--- config.mk ---
export PLATFORM = sky130hd
export DESIGN_NAME = ib_fetch_ctrl_flat
export DESIGN_NICKNAME = d
export VERILOG_FILES = /design/src/rtl/ib_fetch_ctrl_pkg.sv /design/src/rtl/ib_fetch_ctrl_if.sv /design/src/rtl/ib_popcnt4.sv /design/src/rtl/ib_fetch_ctrl.sv /design/src/flat_wrapper.sv
export SDC_FILE = /design/constraint.sdc
export NUM_CORES = 1
export LEC_CHECK = 0
export BUFFER_PORTS_ARGS = -buffer_cell sky130_fd_sc_hd__buf_2
export CAP_MARGIN = 20
export CORE_MARGIN = 1.5
export CORE_UTILIZATION = 35
export CTS_BUF_LIST = sky130_fd_sc_hd__clkbuf_8
export CTS_CLUSTER_SIZE = 30
export DETAILED_ROUTE_END_ITERATION = 10
export SLEW_MARGIN = 20
export SYNTH_ARGS = -nofsm -noshare
export SYNTH_HDL_FRONTEND = slang
export SYNTH_SLANG_ARGS = --single-unit
--- constraint.sdc ---
create_clock -name clk -period 2.8 [get_ports clk]
set_clock_uncertainty 0.05 [all_clocks]
set_input_delay 0.28 -clock clk [delete_from_list [all_inputs] [get_ports clk]]
set_output_delay 0.28 -clock clk [all_outputs]
set_load 0.03 [all_outputs]
--- src/rtl/ib_fetch_ctrl_pkg.sv ---
// Shared constants and types for the instruction-buffer fetch scheduler.
// IB geometry constants are shared with the IB itself; the state encoding is
// fixed so that debug tooling can decode the state register directly.
package ib_fetch_ctrl_pkg;

    localparam int IB_DEPTH          = 16;
    localparam int IB_DEPTH_LOG2     = 4;
    localparam int FETCH_WIDTH       = 4;
    localparam int FETCH_BLOCK_BYTES = 16;
    localparam int MAX_INFLIGHT      = 2;
    localparam logic [31:0] RESET_PC = 32'h1c000000;

    typedef enum logic {
        RUN   = 1'b0,
        DRAIN = 1'b1
    } fetch_state_e;

    // Start of the next aligned fetch block; wraps to 0 past the top of memory.
    function automatic logic [31:0] next_block_pc(input logic [31:0] pc);
        logic [31:0] block_mask;
        block_mask = ~(32'(FETCH_BLOCK_BYTES) - 32'd1);
        return (pc & block_mask) + 32'(FETCH_BLOCK_BYTES);
    endfunction

endpackage

--- src/rtl/ib_fetch_ctrl_if.sv ---
// Fetch request/response bundle between the fetch scheduler (master), the
// I-cache request/response ports and the IB push port (slave side).
interface ib_fetch_ctrl_if;

    logic        req_valid;
    logic        req_ready;
    logic [31:0] req_pc;
    logic        resp_valid;
    logic [3:0]  resp_mask;
    logic [2:0]  push_num;

    modport master (
        output req_valid,
        output req_pc,
        output push_num,
        input  req_ready,
        input  resp_valid,
        input  resp_mask
    );

    modport slave (
        input  req_valid,
        input  req_pc,
        input  push_num,
        output req_ready,
        output resp_valid,
        output resp_mask
    );

endinterface

--- src/rtl/ib_popcnt4.sv ---
// 4-bit population count: number of valid instruction slots in a fetch block.
// Also used by decode, so it stays a standalone module.
module ib_popcnt4 (
    input  logic [3:0] mask,
    output logic [2:0] count
);

    logic [2:0] bit_ext [4];

    genvar gi;
    generate
        for (gi = 0; gi < 4; gi++) begin : g_ext
            assign bit_ext[gi] = {2'b00, mask[gi]};
        end
    endgenerate

    // Adder tree over the zero-extended slot bits.
    always_comb begin
        count = (bit_ext[0] + bit_ext[1]) + (bit_ext[2] + bit_ext[3]);
    end

endmodule

--- src/rtl/ib_fetch_ctrl.sv ---
// Fetch-side scheduler for the instruction buffer.
// Issues 16-byte fetch requests only when the IB has room for every
// outstanding block, converts responses into IB push counts, and after a
// flush discards stale in-flight responses before fetching from the new PC.
// Optional build macro: IB_FETCH_PERF_EN adds saturating performance counters
// perf_full_stall and perf_flush_cnt.
module ib_fetch_ctrl #(
    parameter int          IB_DEPTH      = ib_fetch_ctrl_pkg::IB_DEPTH,
    parameter int          IB_DEPTH_LOG2 = ib_fetch_ctrl_pkg::IB_DEPTH_LOG2,
    parameter int          FETCH_WIDTH   = ib_fetch_ctrl_pkg::FETCH_WIDTH,
    parameter int          MAX_INFLIGHT  = ib_fetch_ctrl_pkg::MAX_INFLIGHT,
    parameter logic [31:0] RESET_PC      = ib_fetch_ctrl_pkg::RESET_PC
) (
    input  logic                     clk,
    input  logic                     rst,
    input  logic                     flush,
    input  logic [31:0]              flush_pc,
    input  logic [IB_DEPTH_LOG2:0]   ib_size,
    ib_fetch_ctrl_if.master          bus,
    output logic                     busy_drain
`ifdef IB_FETCH_PERF_EN
    ,
    output logic [31:0]              perf_full_stall,
    output logic [31:0]              perf_flush_cnt
`endif
);

    import ib_fetch_ctrl_pkg::*;

    localparam int OUT_W = $clog2(MAX_INFLIGHT + 1);
    localparam int OCC_W = IB_DEPTH_LOG2 + 3;

    fetch_state_e      state_reg, state_next;
    logic [31:0]       pc_reg, pc_next;
    logic [OUT_W-1:0]  outstanding_reg, outstanding_next;
    logic [OUT_W-1:0]  discard_reg, discard_next;
    logic [OUT_W-1:0]  pending;

    logic [OCC_W-1:0]  occ_eff;
    logic              credit_ok;
    logic              slot_ok;
    logic              req_valid_int;
    logic              accept;
    logic              retire;
    logic [2:0]        mask_count;

    ib_popcnt4 u_popcnt (
        .mask  (bus.resp_mask),
        .count (mask_count)
    );

    // Every outstanding fetch reserves a full block of IB slots; pops in the
    // current cycle are ignored so the check errs on the safe side.
    assign occ_eff   = OCC_W'(ib_size) + (OCC_W'(outstanding_reg) * OCC_W'(FETCH_WIDTH));
    assign credit_ok = (occ_eff + OCC_W'(FETCH_WIDTH)) <= OCC_W'(IB_DEPTH);
    assign slot_ok   = outstanding_reg < OUT_W'(MAX_INFLIGHT);

    assign req_valid_int = (state_reg == RUN) && !flush && !rst && slot_ok && credit_ok;
    assign accept        = req_valid_int && bus.req_ready;
    // A response with nothing outstanding is an environment error; do not underflow.
    assign retire        = bus.resp_valid && (outstanding_reg != '0);

    assign bus.req_valid = req_valid_int;
    assign bus.req_pc    = pc_reg;
    assign bus.push_num  = ((state_reg == RUN) && !flush && bus.resp_valid) ? mask_count : 3'd0;
    assign busy_drain    = (state_reg == DRAIN);

    // Responses still owed once this cycle's retire is taken into account.
    // No request can be accepted in a flush cycle, so only retire matters.
    assign pending = outstanding_reg - OUT_W'(retire);

    // Next-state logic: PC advance, credit tracking, flush redirect and drain.
    always_comb begin
        state_next       = state_reg;
        pc_next          = pc_reg;
        outstanding_next = outstanding_reg + OUT_W'(accept) - OUT_W'(retire);
        discard_next     = discard_reg;

        if (accept) begin
            pc_next = next_block_pc(pc_reg);
        end

        if (flush) begin
            pc_next      = flush_pc;
            discard_next = pending;
            state_next   = (pending == '0) ? RUN : DRAIN;
        end else if ((state_reg == DRAIN) && retire) begin
            discard_next = discard_reg - OUT_W'(1);
            if (discard_reg == OUT_W'(1)) begin
                state_next = RUN;
            end
        end
    end

    // State register; reset dominates flush and any handshake in progress.
    always_ff @(posedge clk) begin
        if (rst) begin
            state_reg       <= RUN;
            pc_reg          <= RESET_PC;
            outstanding_reg <= '0;
            discard_reg     <= '0;
        end else begin
            state_reg       <= state_next;
            pc_reg          <= pc_next;
            outstanding_reg <= outstanding_next;
            discard_reg     <= discard_next;
        end
    end

`ifdef IB_FETCH_PERF_EN
    logic [31:0] full_stall_reg;
    logic [31:0] flush_cnt_reg;
    logic        full_stall_hit;

    // Cycles where fetch could go except for lack of IB room.
    assign full_stall_hit = (state_reg == RUN) && !flush && slot_ok && !credit_ok;

    // Saturating performance counters.
    always_ff @(posedge clk) begin
        if (rst) begin
            full_stall_reg <= '0;
            flush_cnt_reg  <= '0;
        end else begin
            if (full_stall_hit && (full_stall_reg != '1)) begin
                full_stall_reg <= full_stall_reg + 32'd1;
            end
            if (flush && (flush_cnt_reg != '1)) begin
                flush_cnt_reg <= flush_cnt_reg + 32'd1;
            end
        end
    end

    assign perf_full_stall = full_stall_reg;
    assign perf_flush_cnt  = flush_cnt_reg;
`endif

endmodule

--- src/flat_wrapper.sv ---
// flat-port wrapper written by rule: the top's interface ports become plain ports
module ib_fetch_ctrl_flat import ib_fetch_ctrl_pkg::*;
#(
    parameter int          IB_DEPTH      = ib_fetch_ctrl_pkg::IB_DEPTH,
    parameter int          IB_DEPTH_LOG2 = ib_fetch_ctrl_pkg::IB_DEPTH_LOG2,
    parameter int          FETCH_WIDTH   = ib_fetch_ctrl_pkg::FETCH_WIDTH,
    parameter int          MAX_INFLIGHT  = ib_fetch_ctrl_pkg::MAX_INFLIGHT,
    parameter logic [31:0] RESET_PC      = ib_fetch_ctrl_pkg::RESET_PC
)
  (clk, rst, flush, flush_pc, ib_size, busy_drain, bus_req_valid, bus_req_pc, bus_push_num, bus_req_ready, bus_resp_valid, bus_resp_mask);
  ib_fetch_ctrl_if bus_i ();
  input  logic clk;
  input  logic rst;
  input  logic flush;
  input  logic [31:0] flush_pc;
  input  logic [IB_DEPTH_LOG2:0] ib_size;
  output logic busy_drain;
  output wire logic [$bits(bus_i.req_valid)-1:0] bus_req_valid;
  output wire logic [$bits(bus_i.req_pc)-1:0] bus_req_pc;
  output wire logic [$bits(bus_i.push_num)-1:0] bus_push_num;
  input wire logic [$bits(bus_i.req_ready)-1:0] bus_req_ready;
  input wire logic [$bits(bus_i.resp_valid)-1:0] bus_resp_valid;
  input wire logic [$bits(bus_i.resp_mask)-1:0] bus_resp_mask;
  assign bus_req_valid = bus_i.req_valid;
  assign bus_req_pc = bus_i.req_pc;
  assign bus_push_num = bus_i.push_num;
  assign bus_i.req_ready = bus_req_ready;
  assign bus_i.resp_valid = bus_resp_valid;
  assign bus_i.resp_mask = bus_resp_mask;
  ib_fetch_ctrl #(.IB_DEPTH(IB_DEPTH), .IB_DEPTH_LOG2(IB_DEPTH_LOG2), .FETCH_WIDTH(FETCH_WIDTH), .MAX_INFLIGHT(MAX_INFLIGHT), .RESET_PC(RESET_PC)) u_core (.clk(clk), .rst(rst), .flush(flush), .flush_pc(flush_pc), .ib_size(ib_size), .bus(bus_i), .busy_drain(busy_drain));
endmodule
* Word-level counts from Yosys, hierarchy flattened
Cells that the tools add are included.
** Cells by class
- Add/sub/neg operators :: 10
- Multipliers :: 0
- Divide/modulo/power cells :: 0
- Order comparisons :: 2
- Equal/unequal tests :: 1
- Shift operators :: 0
- Multiplexer cells :: 9
- Bitwise operators :: 1
- Reductions and logical operators :: 16
** Operators by type and width (count)
- $mux W32 :: 2
- $add A32 B5 Y32 const B :: 1
- $logic_and A1 B1 Y1 :: 8
- $reduce_bool A2 Y1 :: 4
- $add A7 B3 Y7 const B :: 1
- $le A7 B5 Y1 const B :: 1
- $add A5 B4 Y6 :: 1
- $add A1 B1 Y2 :: 2
- $mux W1 :: 4
- $mux W2 :: 2
- $sub A2 B1 Y2 :: 2
- $add A3 B2 Y3 :: 1
- $mux W3 :: 1
- $add A2 B1 Y2 :: 1
- $eq A2 B1 Y1 const B :: 1
- $logic_not A1 Y1 :: 2
- $logic_not A2 Y1 :: 1
- $lt A2 B2 Y1 const B :: 1
- $reduce_and A2 Y1 :: 1
- $sub A2 B1 Y2 const B :: 1
- $not A1 Y1 :: 1
** Word-level totals
- Bits in registers :: 37
- Latch bits :: 0
- RAM bits :: 0
- Bits in read-only memories :: 0
- Output and inout bits :: 37
- Memories :: 0

* Logic depth before layout (Yosys ltp)
Gate-level depths: netlist of the first run.
- Depth in word-level cells :: 8
- Mapped depth :: 10

* By module
Synthesis of the first run repeated with hierarchy kept, for this count alone.
** Second synthesis, totals
- Cells, all modules :: 291
- Area, all modules :: 2397.3 um2
** Modules (own cells, without submodules)
- ib_fetch_ctrl :: times used 1, cells each 283, area each 2333.5 um2
- ib_popcnt4 :: times used 1, cells each 8, area each 63.8 um2

* Worst setup path after synthesis of the first run
No wires, ideal clock.
- Kind :: register to register
- From :: reg u_core.outstanding_reg[0]
- To :: reg u_core.pc_reg[22], in the netlist u_core.bus.req_pc[22]
- Setup time :: 0.074 ns
- Arrival :: 2.139 ns
- Setup slack :: 0.537 ns
- Stages on the path, launching flop included :: 9
- Clock period less this slack :: 2.263 ns
- Cells stage by stage :: dfxtp_1 -> ha_1 -> fa_1 -> o211ai_1 -> and4_1 -> nand2_1 -> buf_2 -> or4_1 -> a31oi_1
** On the way
- Word-level cells in the longest chain between the ends :: 6
** Ends and longest elaborated chain
- start, declared :: line ib_fetch_ctrl.sv:35 : logic [OUT_W-1:0] outstanding_reg, outstanding_next;
- start signal, assigned :: line ib_fetch_ctrl.sv:105 : outstanding_reg <= outstanding_next;
- $add A5 B4 Y6 :: line ib_fetch_ctrl.sv:54 : assign occ_eff = OCC_W'(ib_size) + (OCC_W'(outstanding_reg) * OCC_W'(FETCH_WIDTH));
- $add A7 B3 Y7 :: line ib_fetch_ctrl.sv:55 : assign credit_ok = (occ_eff + OCC_W'(FETCH_WIDTH)) <= OCC_W'(IB_DEPTH);
- $le A7 B5 Y1 :: line ib_fetch_ctrl.sv:55
- $logic_and A1 B1 Y1 * :: line ib_fetch_ctrl.sv:58 : assign req_valid_int = (state_reg == RUN) && !flush && !rst && slot_ok && credit_ok;
- $logic_and A1 B1 Y1 * :: line ib_fetch_ctrl.sv:59 : assign accept = req_valid_int && bus.req_ready;
- $reduce_bool A2 Y1 (no line) *
- end signal, assigned :: line ib_fetch_ctrl.sv:104 : pc_reg <= pc_next;
- end, declared :: line ib_fetch_ctrl.sv:34 : logic [31:0] pc_reg, pc_next;
Mark *: on every way between the ends. The rest lies on a longest branch, timed or not.
A chain may end at the register's enable or synchronous reset.

* Worst setup path in the final report of the first run
Ends and elaborated chain as after synthesis.

==> reports/metrics.sh, run 1 <==
WORSTREG2REGSTART='u_core.outstanding_reg[0]'
YOSYSSEQAREASHARE=0.324
DRT-PASS1-ITER-COUNT=5
CLOCK_PIN_TRANSITION_ON_THE_WORST_SETUP_AND_HOLD_TIMING_PATHS_NS=0.08
PWR_DENSITY_CELL_nW_PER_UM2=547
TIMING.MAX_SLEW.REL_SLACK=0.654
SYN-CELL-AREA_UM2=2280
POST_ROUTE_MINIMUM_PERIOD_NS=2.49
POST_DRT_WL_PER_CELL_UM=14.9
CORE_AREA_UM2=6310
PORT_BUFFERS=82
GRT.TOTAL_USAGE=0.190
CRIT_END='u_core.bus.req_pc[22]'
NUMBER_OF_STORAGE_ELEMENTS_IN_THE_SYNTHESIS_NETLIST=37
SYNTH_ENABLE_FLOP_CELLS=0
DIE_AREA_UM2=7020
CP_SLOWEST_STAGE_DELAY_NS=0.51
FLOORPLAN.INITIALDENSITY=0.362
P_SW_mW=0.549
NUMCTSBUFFERS=5
AREA_DELTA_SYNTH_FINAL_PCT=27.5
POSTCTSHOLDBUFS=0
P_COMB_FRAC=0.291
CPLARGESTDELAYFAMILY='simple AND/OR/NAND/NOR gates'
TIMING.REG2REG.SETUP_SLACK_NS=0.31
FINALWORSTSETUPSLACK_NS=0.314
NUMBER_OF_FILL_CELLS=662
FINAL_MAX_SLEW_VIOL_COUNT=0
FINALWIRELENGTH_UM=6790
SYNTHCELLS=297
CTS-ROOT-BUF='sky130_fd_sc_hd__clkbuf_8'
STATUS='finished, final reports clean'
CRITPATHKIND='reg -> reg'
NUMBER_OF_ROWS_CREATED_AT_FLOORPLAN=29
AVGSYNTHCELLAREA_UM2=7.69
MAX-VDD-IR-DROP_V=0.000241
VIA_PER_INST=5.54
CP.DEPTH=8
CHIPWIDTH_UM=83.8
HIGHEST_CLOCK_RATE_MHz=402
DP_HPWL_UM=4940
VIAS=2531
POWER_SWITCHING_SHARE=0.344
WORST-ENDPOINT-REQUIRED_NS=2.97
GRT_START_MAX_NET_PINS=45
MAX_REG_FLOPS=32
CTS_TREE='done'
SYNTH-ASYNC-RESET-RATIO=0
GRT_PASS1_VIAS=2213
MOSTFREQUENTLAYOUTCELLS='sky130_fd_sc_hd__buf_2 (82), sky130_fd_sc_hd__dfxtp_1 (37), sky130_fd_sc_hd__nand2_1 (31)'
DIE_HEIGHT_UM=83.8
H_TREE_DEPTH=2
MAXCAPVIOLCOUNT=0
ANT_NETS=0
CELLINTERNALPOWER_mW=1.04
FINAL.SETUP.TNS_NS=0
INSERTION_DELAY_NS=0.29
CRIT_FANOUT=16
FINALNONFILLERCELLS=457
FIN_CRIT_SH=0.888
POST-LAYOUT-TOTAL-POWER_mW=1.59
TIGHTESTPINTRANSITION_NS=0.519
GRT_OVERFLOW_TOTAL=0
CLOCK_PATH_BUFFERS=2
WORST_HOLD_PATH_TYPE='in -> reg'
SYNTH_FLOP_CELL='sky130_fd_sc_hd__dfxtp_1'
ANTENNA_FOUND_INITIAL=0
TIMING.FINAL.HOLD_VIOLATIONS=0
MOST_COMMON_CELL_AFTER_LAYOUT_FILL_AND_TAPS_ASIDE='sky130_fd_sc_hd__buf_2'
SHARE_OF_CELLS_ABOVE_DRIVE_STRENGTH_1=0.287
FINALSETUPVIOLCOUNT=0
TERMINUS_OF_THE_CRITICAL_FLOP_TO_FLOP_PATH='u_core.bus.req_pc[22]'
BOUNDARYPINS=83
CLKSINKCOUNT=37
TIMING.CRITICAL_PATH.ARRIVAL_NS=2.66
SETUP_REPAIR_AFTER_GLOBAL_ROUTING_MISSED_ITS_MARGIN='no'
NUM_ANTENNA_CELLS=0
SYNTHESIS.NETS=353
GRT_FIRST_PASS_WIRELENGTH_UM=10800
SEQPWRFRAC=0.400
CELLLEAKAGEPOWER_nW=1.26
WORSTREGTOREGCELLS=8
YS_TYPES=55
FIN_NETS=435
CRITICAL_PATH.N_BUFFERS_INVERTERS=1
POSTCTSSETUPBUFFERS=0
SYNTH_WARNINGS=0
CRIT_PATH_CELL_TRACE='ha_1 > fa_1 > o211ai_1 > and4_1 > nand2_1 > buf_4 > or4_1 > a31oi_1'
PWR-SHARE-CLK=0.310
ENDPOINT_KIND='register'
CPMAXSTAGEDELAYCELL='sky130_fd_sc_hd__or4_1'
GP_CONGESTION=0.785
CTS_REPAIR_RESIZE_COUNT=0
SETUP.WORST_PATH.START='u_core.outstanding_reg[0]'
DETAIL_ROUTE.ITER0.VIOLATIONS=169
WORST_SLACK_PLACED_NS=0.210
CRITPATHLAUNCHTYPE='register'
DP.CELLS=449
DRC=0
==> cell type report <==
type / instances / area, um2 / share of cell area
Sequential cell: 37 / 741 / 0.255
Inverter: 19 / 71.3 / 0.0245
Multi-Input combinational cell: 223 / 1390 / 0.477
Clock buffer: 6 / 82.6 / 0.0284
Timing Repair Buffer: 93 / 493 / 0.169
Clock inverter: 2 / 37.5 / 0.0129
Tap cell: 77 / 96.3 / 0.0331
==> metrics by stage <==
stage / hold slack (ns) / area (um2) / util
finish: 0.179 / 2910 / 0.461
CTS: 0.168 / 2910 / 0.461
detailed placement: 0.413 / 2790 / 0.442
global placement: 0.406 / 2790 / 0.442
global route: 0.183 / 2910 / 0.461
floorplan: 0.372 / 2280 / -
==> synth_stat cells, types with 4 or more instances <==
master	count	area [um2]
sky130_fd_sc_hd__a21oi_1	27	135
sky130_fd_sc_hd__a31oi_1	11	68.8
sky130_fd_sc_hd__and3_1	6	37.5
sky130_fd_sc_hd__buf_2	6	30.0
sky130_fd_sc_hd__clkbuf_1	10	37.5
sky130_fd_sc_hd__dfxtp_1	37	741
sky130_fd_sc_hd__ha_1	8	100
sky130_fd_sc_hd__inv_1	19	71.3
sky130_fd_sc_hd__nand2_1	31	116
sky130_fd_sc_hd__nand3_1	22	110
sky130_fd_sc_hd__nand4_1	8	50.1
sky130_fd_sc_hd__nor2_1	19	71.3
sky130_fd_sc_hd__nor3_1	12	60.1
sky130_fd_sc_hd__o21ai_0	10	50.1
sky130_fd_sc_hd__o311ai_0	8	70.1
sky130_fd_sc_hd__or4_1	4	30.0
==> power by group through the flow <==
stage                     Clock, mW  Sequential (mW)  Combinational [mW]
final                         0.494            0.637               0.463
after global routing          0.525            0.646               0.513
after CTS                     0.503            0.637               0.463
after detailed placement          0            0.648               0.461
after global placement            0            0.647               0.455
after floorplan                   0            0.700               0.256
==> tightest hold or removal path: stages <==
cell                       delay (ns)
sky130_fd_sc_hd__buf_2           0.08
sky130_fd_sc_hd__a21oi_1         0.05
sky130_fd_sc_hd__o311ai_0        0.08
==> worst min-delay path by stage <==
stage	cells past startpoint	slack, ns	from	endpoint
6_report	3	0.18	flush_pc[27]	u_core.bus.req_pc[27]
3_5_place_dp	2	0.41	u_core.bus.req_pc[3]	u_core.bus.req_pc[3]
3_3_place_gp	2	0.41	u_core.bus.req_pc[0]	u_core.bus.req_pc[0]
4_1_cts	3	0.17	flush_pc[27]	u_core.bus.req_pc[27]
5_1_grt	3	0.18	flush_pc[27]	u_core.bus.req_pc[27]
2_1_floorplan	2	0.37	flush_pc[27]	u_core.bus.req_pc[27]
==> layer usage <==
layer  vias up  global-route usage  wire length [um]
li1       1263                   -                 -
met1      1180               0.273              3310
met2        83               0.286              2980
met3         5              0.0455               443
met4         0              0.0462                61
met5         -                   0                 0
==> logic make-up (layout without fill, tap and decap cells) <==
kind of cell	Yosys count	after routing	share of synthesized area
xor+xnor	3	3	0.0115
flops	37	37	0.324
compound gates	85	85	0.247
buf+inv	37	120	0.0674
fa+ha+maj	10	10	0.0614
simple gates	125	125	0.289
Power figures use the tool's default switching activity.
==> run 2, diff against run 1 <==
ABC_AREA = 1   (was unset)
==> run 2 against run 1 <==
Net effect:
- critical path depth increased by 2
- register-to-register slack better by 0.24 ns
- clock power rose by 3%
- clock-buffer cell count unchanged
- via count increased by 17%
- first-iteration DRC count down 3.6%
- fmax grew 11%
- global-route usage down 0.21 points
- die area grew 21%
- non-clock buffer count decreased by 7
- wire length increased by 13%
- critical path type unchanged
- largest cell class unchanged
- highest routed layer unchanged
==> reports/metrics.sh, run 2 <==
FLOORPLAN.INITIALDENSITY=0.360
NUMBER_OF_STORAGE_ELEMENTS_IN_THE_SYNTHESIS_NETLIST=37
CTS-ROOT-BUF='sky130_fd_sc_hd__clkbuf_8'
SYNTH_WARNINGS=0
CELLLEAKAGEPOWER_nW=1.64
MAXCAPVIOLCOUNT=0
CRIT_FANOUT=19
DETAIL_ROUTE.ITER0.VIOLATIONS=163
FINAL.SETUP.TNS_NS=0
CRIT_PATH_CELL_TRACE='ha_1 > fa_1 > nand2_1 > nor2_1 > nor2_4 > nand3_4 > clkinv_4 > ha_1 > o21ai_0 > a21oi_1'
SETUP_REPAIR_AFTER_GLOBAL_ROUTING_MISSED_ITS_MARGIN='no'
WORST_HOLD_PATH_TYPE='in -> reg'
YS_TYPES=34
DIE_HEIGHT_UM=92.2
SHARE_OF_CELLS_ABOVE_DRIVE_STRENGTH_1=0.242
FIN_CRIT_SH=0.803
PATH_COMMON_CELL='sky130_fd_sc_hd__ha_1'
GRT_PASS1_VIAS=2713
TIMING.REG2REG.SETUP_SLACK_NS=0.55
FINAL_MAX_SLEW_VIOL_COUNT=0
AVGSYNTHCELLAREA_UM2=6.37
CLKSINKCOUNT=37
SYNTH-ASYNC-RESET-RATIO=0
PORT_BUFFERS=82
HOLD_PATH_CELL_CNT=3
DRC=0
NUM_ANTENNA_CELLS=0
PWR-SHARE-CLK=0.316
SEQPWRFRAC=0.400
NUMBER_OF_FILL_CELLS=852
ANTENNA_FOUND_INITIAL=0
HOLDCRITSTARTPOINT='flush_pc[28]'
DIE_AREA_UM2=8500
GRT_START_MAX_NET_PINS=27
MAX-VDD-IR-DROP_V=0.000201
CELLINTERNALPOWER_mW=1.03
POST_ROUTE_MINIMUM_PERIOD_NS=2.25
P_COMB_FRAC=0.283
GRT_OVERFLOW_TOTAL=0
NUMCTSBUFFERS=5
INSERTION_DELAY_NS=0.30
FIN_NETS=572
TIMING.MAX_SLEW.REL_SLACK=0.692
MOST_USED_STANDARD_CELLS_IN_THE_SYNTHESIZED_NETLIST='sky130_fd_sc_hd__nand2_1 (150), sky130_fd_sc_hd__inv_1 (50), sky130_fd_sc_hd__nand3_1 (38)'
BOUNDARYPINS=83
POWER_SWITCHING_SHARE=0.355
SYN-CELL-AREA_UM2=2780
MAX_REG_FLOPS=32
TIMING.FINAL.HOLD_VIOLATIONS=0
PWR_DENSITY_CELL_nW_PER_UM2=477
STDCELL_AREA_UM2=3370
POST_DRT_WL_PER_CELL_UM=12.4
POSTCTSSETUPBUFFERS=0
CP_SLOWEST_STAGE_DELAY_NS=0.48
POST_DP_CELL_AREA_UM2=3250
CRITPATHLAUNCHTYPE='register'
HOLD-PATH-ENDPOINT='u_core.bus.req_pc[28]'
WORST-ENDPOINT-REQUIRED_NS=2.93
TIMING.CRITICAL_PATH.ARRIVAL_NS=2.38
CTS_REPAIR_RESIZE_COUNT=0
SYNTHMOSTINSTANTIATEDCELL='sky130_fd_sc_hd__nand2_1'
MOSTFREQUENTLAYOUTCELLS='sky130_fd_sc_hd__nand2_1 (150), sky130_fd_sc_hd__buf_2 (82), sky130_fd_sc_hd__inv_1 (50)'
POSTCTSHOLDBUFS=0
CTS_TREE='done'
GP_CONGESTION=0.995
GRT_FIRST_PASS_WIRELENGTH_UM=12900
DP_HPWL_UM=5850
CPMAXSTAGEDELAYCELL='sky130_fd_sc_hd__fa_1'
SYNTH_TOP_AREA_SHARE=0.266
STATUS='finished, final reports clean'
TIGHTESTPINTRANSITION_NS=0.462
YOSYSTOPAREACELL='sky130_fd_sc_hd__dfxtp_1'
AREA_DELTA_SYNTH_FINAL_PCT=21.0
VIAS=2955
WORSTREGTOREGCELLS=10
TERMINUS_OF_THE_CRITICAL_FLOP_TO_FLOP_PATH='u_core.outstanding_reg[1]'
VIA_PER_INST=4.77
NETLIST_TOP_CELLS_AREA='sky130_fd_sc_hd__dfxtp_1 (27%), sky130_fd_sc_hd__nand2_1 (20%), sky130_fd_sc_hd__nand3_1 (6.8%), sky130_fd_sc_hd__inv_1 (6.7%), sky130_fd_sc_hd__nor2_1 (4.6%)'
H_TREE_DEPTH=2
DRT-PASS1-ITER-COUNT=5
CHIPWIDTH_UM=92.2
ANT_NETS=0
SYNTHESIS.NETS=493
SYNTH_ENABLE_FLOP_CELLS=0
CRITPATHKIND='reg -> reg'
SYNTH_FLOP_CELL='sky130_fd_sc_hd__dfxtp_1'
MOST_COMMON_CELL_AFTER_LAYOUT_FILL_AND_TAPS_ASIDE='sky130_fd_sc_hd__nand2_1'
P_SW_mW=0.571
YOSYSSEQAREASHARE=0.266
SYNTHCELLS=437
NUMBER_OF_ROWS_CREATED_AT_FLOORPLAN=32
FINALWIRELENGTH_UM=7690
CLOCK_PATH_BUFFERS=2
HIGHEST_CLOCK_RATE_MHz=445
CORE_AREA_UM2=7730
GRT.TOTAL_USAGE=0.188
ENDPOINT_KIND='register'
WORSTREG2REGSTART='u_core.outstanding_reg[0]'
CLOCK_PIN_TRANSITION_ON_THE_WORST_SETUP_AND_HOLD_TIMING_PATHS_NS=0.08
FINALSETUPVIOLCOUNT=0
run 2: worst max-delay path: cells and delay by family (launching register included):
family | cells | cell delay (ns)
fa+ha+maj | 3 | 0.93
simple gates | 4 | 0.44
flops | 1 | 0.33
compound gates | 2 | 0.20
buf+inv | 1 | 0.19
run 2: layout make-up:
class / instances / area [um2] / area share
Multi-Input combinational cell: 334 / 1740 / 0.517
Sequential cell: 37 / 741 / 0.220
Timing Repair Buffer: 86 / 440 / 0.131
Inverter: 52 / 200 / 0.0594
Tap cell: 102 / 128 / 0.0379
Clock buffer: 6 / 82.6 / 0.0245
Clock inverter: 2 / 37.5 / 0.0111
run 2: logic make-up (layout without fill, tap and decap cells):
logic type	count (synthesis)	count (layout)	share of synthesized area
simple gates	261	261	0.429
xor+xnor	10	10	0.0315
compound gates	53	53	0.114
flops	37	37	0.266
fa+ha+maj	10	10	0.0503
buf+inv	66	146	0.109
run 2: per-layer routing:
metal / wire (um) / vias up / GRT usage
li1: - / 1547 / -
met3: 397 / 12 / 0.0282
met2: 3470 / 88 / 0.314
met1: 3690 / 1308 / 0.253
met5: 0 / - / 0
met4: 132 / 0 / 0.0449
run 2: power groups by stage:
stage	registers [mW]	logic, mW	clock network (mW)
after floorplan	0.705	0.283	0
after global placement	0.654	0.453	0
after detailed placement	0.656	0.459	0
after CTS	0.643	0.462	0.514
after global routing	0.654	0.524	0.539
final	0.643	0.455	0.508
run 2: how the worst max path moves through the flow:
| stage | slack [ns] | from | end |
|---|---|---|---|
| 3_3_place_gp | 0.50 | ib_size[2] | u_core.outstanding_reg[1] |
| 4_1_cts | 0.53 | u_core.outstanding_reg[0] | u_core.outstanding_reg[1] |
| 2_1_floorplan | 0.67 | u_core.outstanding_reg[0] | u_core.outstanding_reg[1] |
| 3_5_place_dp | 0.45 | ib_size[2] | u_core.outstanding_reg[1] |
| 5_1_grt | 0.36 | u_core.outstanding_reg[0] | u_core.outstanding_reg[1] |
| 6_report | 0.55 | u_core.outstanding_reg[0] | u_core.outstanding_reg[1] |
run 2: through the flow:
step	setup slack, ns	instances	hold WS (ns)	power (mW)	utilization
floorplan	0.669	437	0.367	0.988	-
global placement	0.495	611	0.396	1.11	0.420
detailed placement	0.453	611	0.403	1.11	0.420
CTS	0.529	619	0.172	1.62	0.436
global route	0.360	619	0.173	1.72	0.436
finish	0.551	619	0.169	1.61	0.436
==> run 3, diff against run 2 <==
clock period = 2.3 ns   (was 2.8 ns; I/O delays follow)
==> run 3 against run 2 <==
Net effect:
- first-iteration DRC count up 23%
- sequential share of layout area is essentially flat
- register-to-register slack got worse by 0.38 ns
- sequential power grew 22%
- critical path depth fell by 2
- wire length is 0.55% higher
- via count increased by 1.8%
- flip-flop and latch count unchanged
- design area is 0.11% higher
==> reports/metrics.sh, run 3 (same netlist as run 2, synthesis figures left out) <==
FINALWIRELENGTH_UM=7740
CRITICAL_PATH.N_BUFFERS_INVERTERS=2
WORST-ENDPOINT-REQUIRED_NS=2.02
MOSTFREQUENTLAYOUTCELLS='sky130_fd_sc_hd__nand2_1 (150), sky130_fd_sc_hd__buf_2 (82), sky130_fd_sc_hd__inv_1 (51)'
NUMBER_OF_ROWS_CREATED_AT_FLOORPLAN=32
CTS-ROOT-BUF='sky130_fd_sc_hd__clkbuf_8'
VIAS=3007
CP_SLOWEST_STAGE_DELAY_NS=0.49
CLKSINKCOUNT=37
GRT.TOTAL_USAGE=0.194
AREA_DELTA_SYNTH_FINAL_PCT=21.2
FINALWORSTSETUPSLACK_NS=0.164
CRIT_PATH_CELL_TRACE='ha_1 > fa_1 > nand2_1 > nor2_2 > nor2_4 > nand2_1 > inv_1 > buf_2'
TIMING.CRITICAL_PATH.ARRIVAL_NS=1.86
DP.CELLS=614
CPLARGESTDELAYFAMILY='adder cells'
ANT_NETS=0
DRC=0
CTS_TREE='done'
PWR_DENSITY_CELL_nW_PER_UM2=539
NUMBER_OF_FILL_CELLS=831
DP_HPWL_UM=6020
SHARE_OF_CELLS_ABOVE_DRIVE_STRENGTH_1=0.248
GRT_PASS1_VIAS=2784
TIGHTESTPINTRANSITION_NS=0.466
MAX-VDD-IR-DROP_V=0.000296
GRT_OVERFLOW_TOTAL=0
CLOCK_PIN_TRANSITION_ON_THE_WORST_SETUP_AND_HOLD_TIMING_PATHS_NS=0.09
GP_CONGESTION=0.938
CPMAXSTAGEDELAYCELL='sky130_fd_sc_hd__fa_1'
FINALSETUPVIOLCOUNT=0
TIMING.FINAL.HOLD_VIOLATIONS=0
PATH_COMMON_CELL='sky130_fd_sc_hd__nand2_1'
CLOCK_PATH_BUFFERS=2
FLOORPLAN.INITIALDENSITY=0.360
INSERTION_DELAY_NS=0.30
CRIT_FANOUT=3
DETAIL_ROUTE.ITER0.VIOLATIONS=200
PORT_BUFFERS=82
ENDPOINT_KIND='primary output'
POST_ROUTE_MINIMUM_PERIOD_NS=2.14
HIGHEST_CLOCK_RATE_MHz=468
WORST_HOLD_PATH_TYPE='in -> reg'
H_TREE_DEPTH=2
CELLLEAKAGEPOWER_nW=1.64
DRT-PASS1-ITER-COUNT=5
POSTCTSHOLDBUFS=0
CHIPWIDTH_UM=92.2
MOST_COMMON_CELL_AFTER_LAYOUT_FILL_AND_TAPS_ASIDE='sky130_fd_sc_hd__nand2_1'
MAXCAPVIOLCOUNT=0
ANTENNA_FOUND_INITIAL=0
TIMING.MAX_SLEW.REL_SLACK=0.689
FINAL_MAX_SLEW_VIOL_COUNT=0
SETUP_REPAIR_AFTER_GLOBAL_ROUTING_MISSED_ITS_MARGIN='no'
CRITPATHLAUNCHTYPE='register'
GRT_FIRST_PASS_WIRELENGTH_UM=13300
NUM_ANTENNA_CELLS=0
POST-LAYOUT-TOTAL-POWER_mW=1.82
FIN_CRIT_SH=0.929
BOUNDARYPINS=83
DIE_AREA_UM2=8500
NUMCTSBUFFERS=5
MAX_REG_FLOPS=32
GRT_START_MAX_NET_PINS=27
CORE_AREA_UM2=7730
FINAL.SETUP.TNS_NS=0
WORST_SLACK_PLACED_NS=0.0795
POST_DRT_WL_PER_CELL_UM=12.4
DIE_HEIGHT_UM=92.2
VIA_PER_INST=4.83
FIN_NETS=576
CRITPATHKIND='reg -> out'
FINALNONFILLERCELLS=623
STATUS='finished, final reports clean'
## run 3: cell count changes in the layout (fill, tap and decap cells not counted)
cell | previous run | this run
sky130_fd_sc_hd__buf_4 | 4 | 7
sky130_fd_sc_hd__buf_6 | 0 | 1
sky130_fd_sc_hd__bufinv_16 | 1 | 0
sky130_fd_sc_hd__clkbuf_8 | 6 | 5
sky130_fd_sc_hd__clkinvlp_4 | 1 | 2
sky130_fd_sc_hd__inv_1 | 50 | 51
sky130_fd_sc_hd__nor2_1 | 34 | 33
sky130_fd_sc_hd__nor2_2 | 8 | 9
## run 3: path summary, 6_finish.rpt
path | depth (start not counted) | to | start | slack [ns]
setup / recovery | 8 | bus_req_valid | u_core.outstanding_reg[0] | 0.16
hold / removal | 3 | u_core.bus.req_pc[1] | flush_pc[1] | 0.12
setup reg to reg | 10 | u_core.outstanding_reg[1] | u_core.outstanding_reg[0] | 0.17
hold reg to reg | 2 | u_core.bus.req_pc[3] | u_core.bus.req_pc[3] | 0.41
## run 3: final cells by class
class                   count  area (um2)  share of cell area
well taps                 102         128              0.0378
clock inverters             3        18.8             0.00556
flip-flops and latches     37         741               0.220
multi-input cells         334        1740               0.517
clock buffers               5        68.8              0.0204
inverters                  52         200              0.0593
repair buffers             90         474               0.141
## run 3: per-layer routing
layer | wire (um) | up-vias | track usage
met5 | 0 | - | 0
met4 | 101 | 0 | 0.0551
met3 | 545 | 10 | 0.0365
met2 | 3460 | 92 | 0.302
met1 | 3630 | 1354 | 0.270
li1 | - | 1551 | -
## run 3: power breakdown
group / internal (mW) / leakage (nW) / switching (mW)
combinational: 0.216 / 1.30 / 0.357
sequential: 0.701 / 0.305 / 0.0804
clock: 0.209 / 0.0416 / 0.254
total: 1.13 / 1.64 / 0.691
## run 3: metrics by stage
| step | utilization | hold slack (ns) | cell area (um2) |
|---|---|---|---|
| CTS | 0.435 | 0.121 | 3360 |
| global placement | 0.423 | 0.396 | 3270 |
| finish | 0.437 | 0.119 | 3370 |
| detailed placement | 0.423 | 0.403 | 3270 |
| floorplan | - | 0.317 | 2780 |
| global route | 0.437 | 0.134 | 3370 |
## run 3: tightest hold or removal path, stage by stage
cell,delay [ns]
sky130_fd_sc_hd__buf_2,0.09
sky130_fd_sc_hd__nand2_1,0.05
sky130_fd_sc_hd__a21oi_1,0.06
## run 3: timing repair
action	CTS	global route
setup endpoints to repair	0	11
setup buffers	0	1
resized for setup	0	2
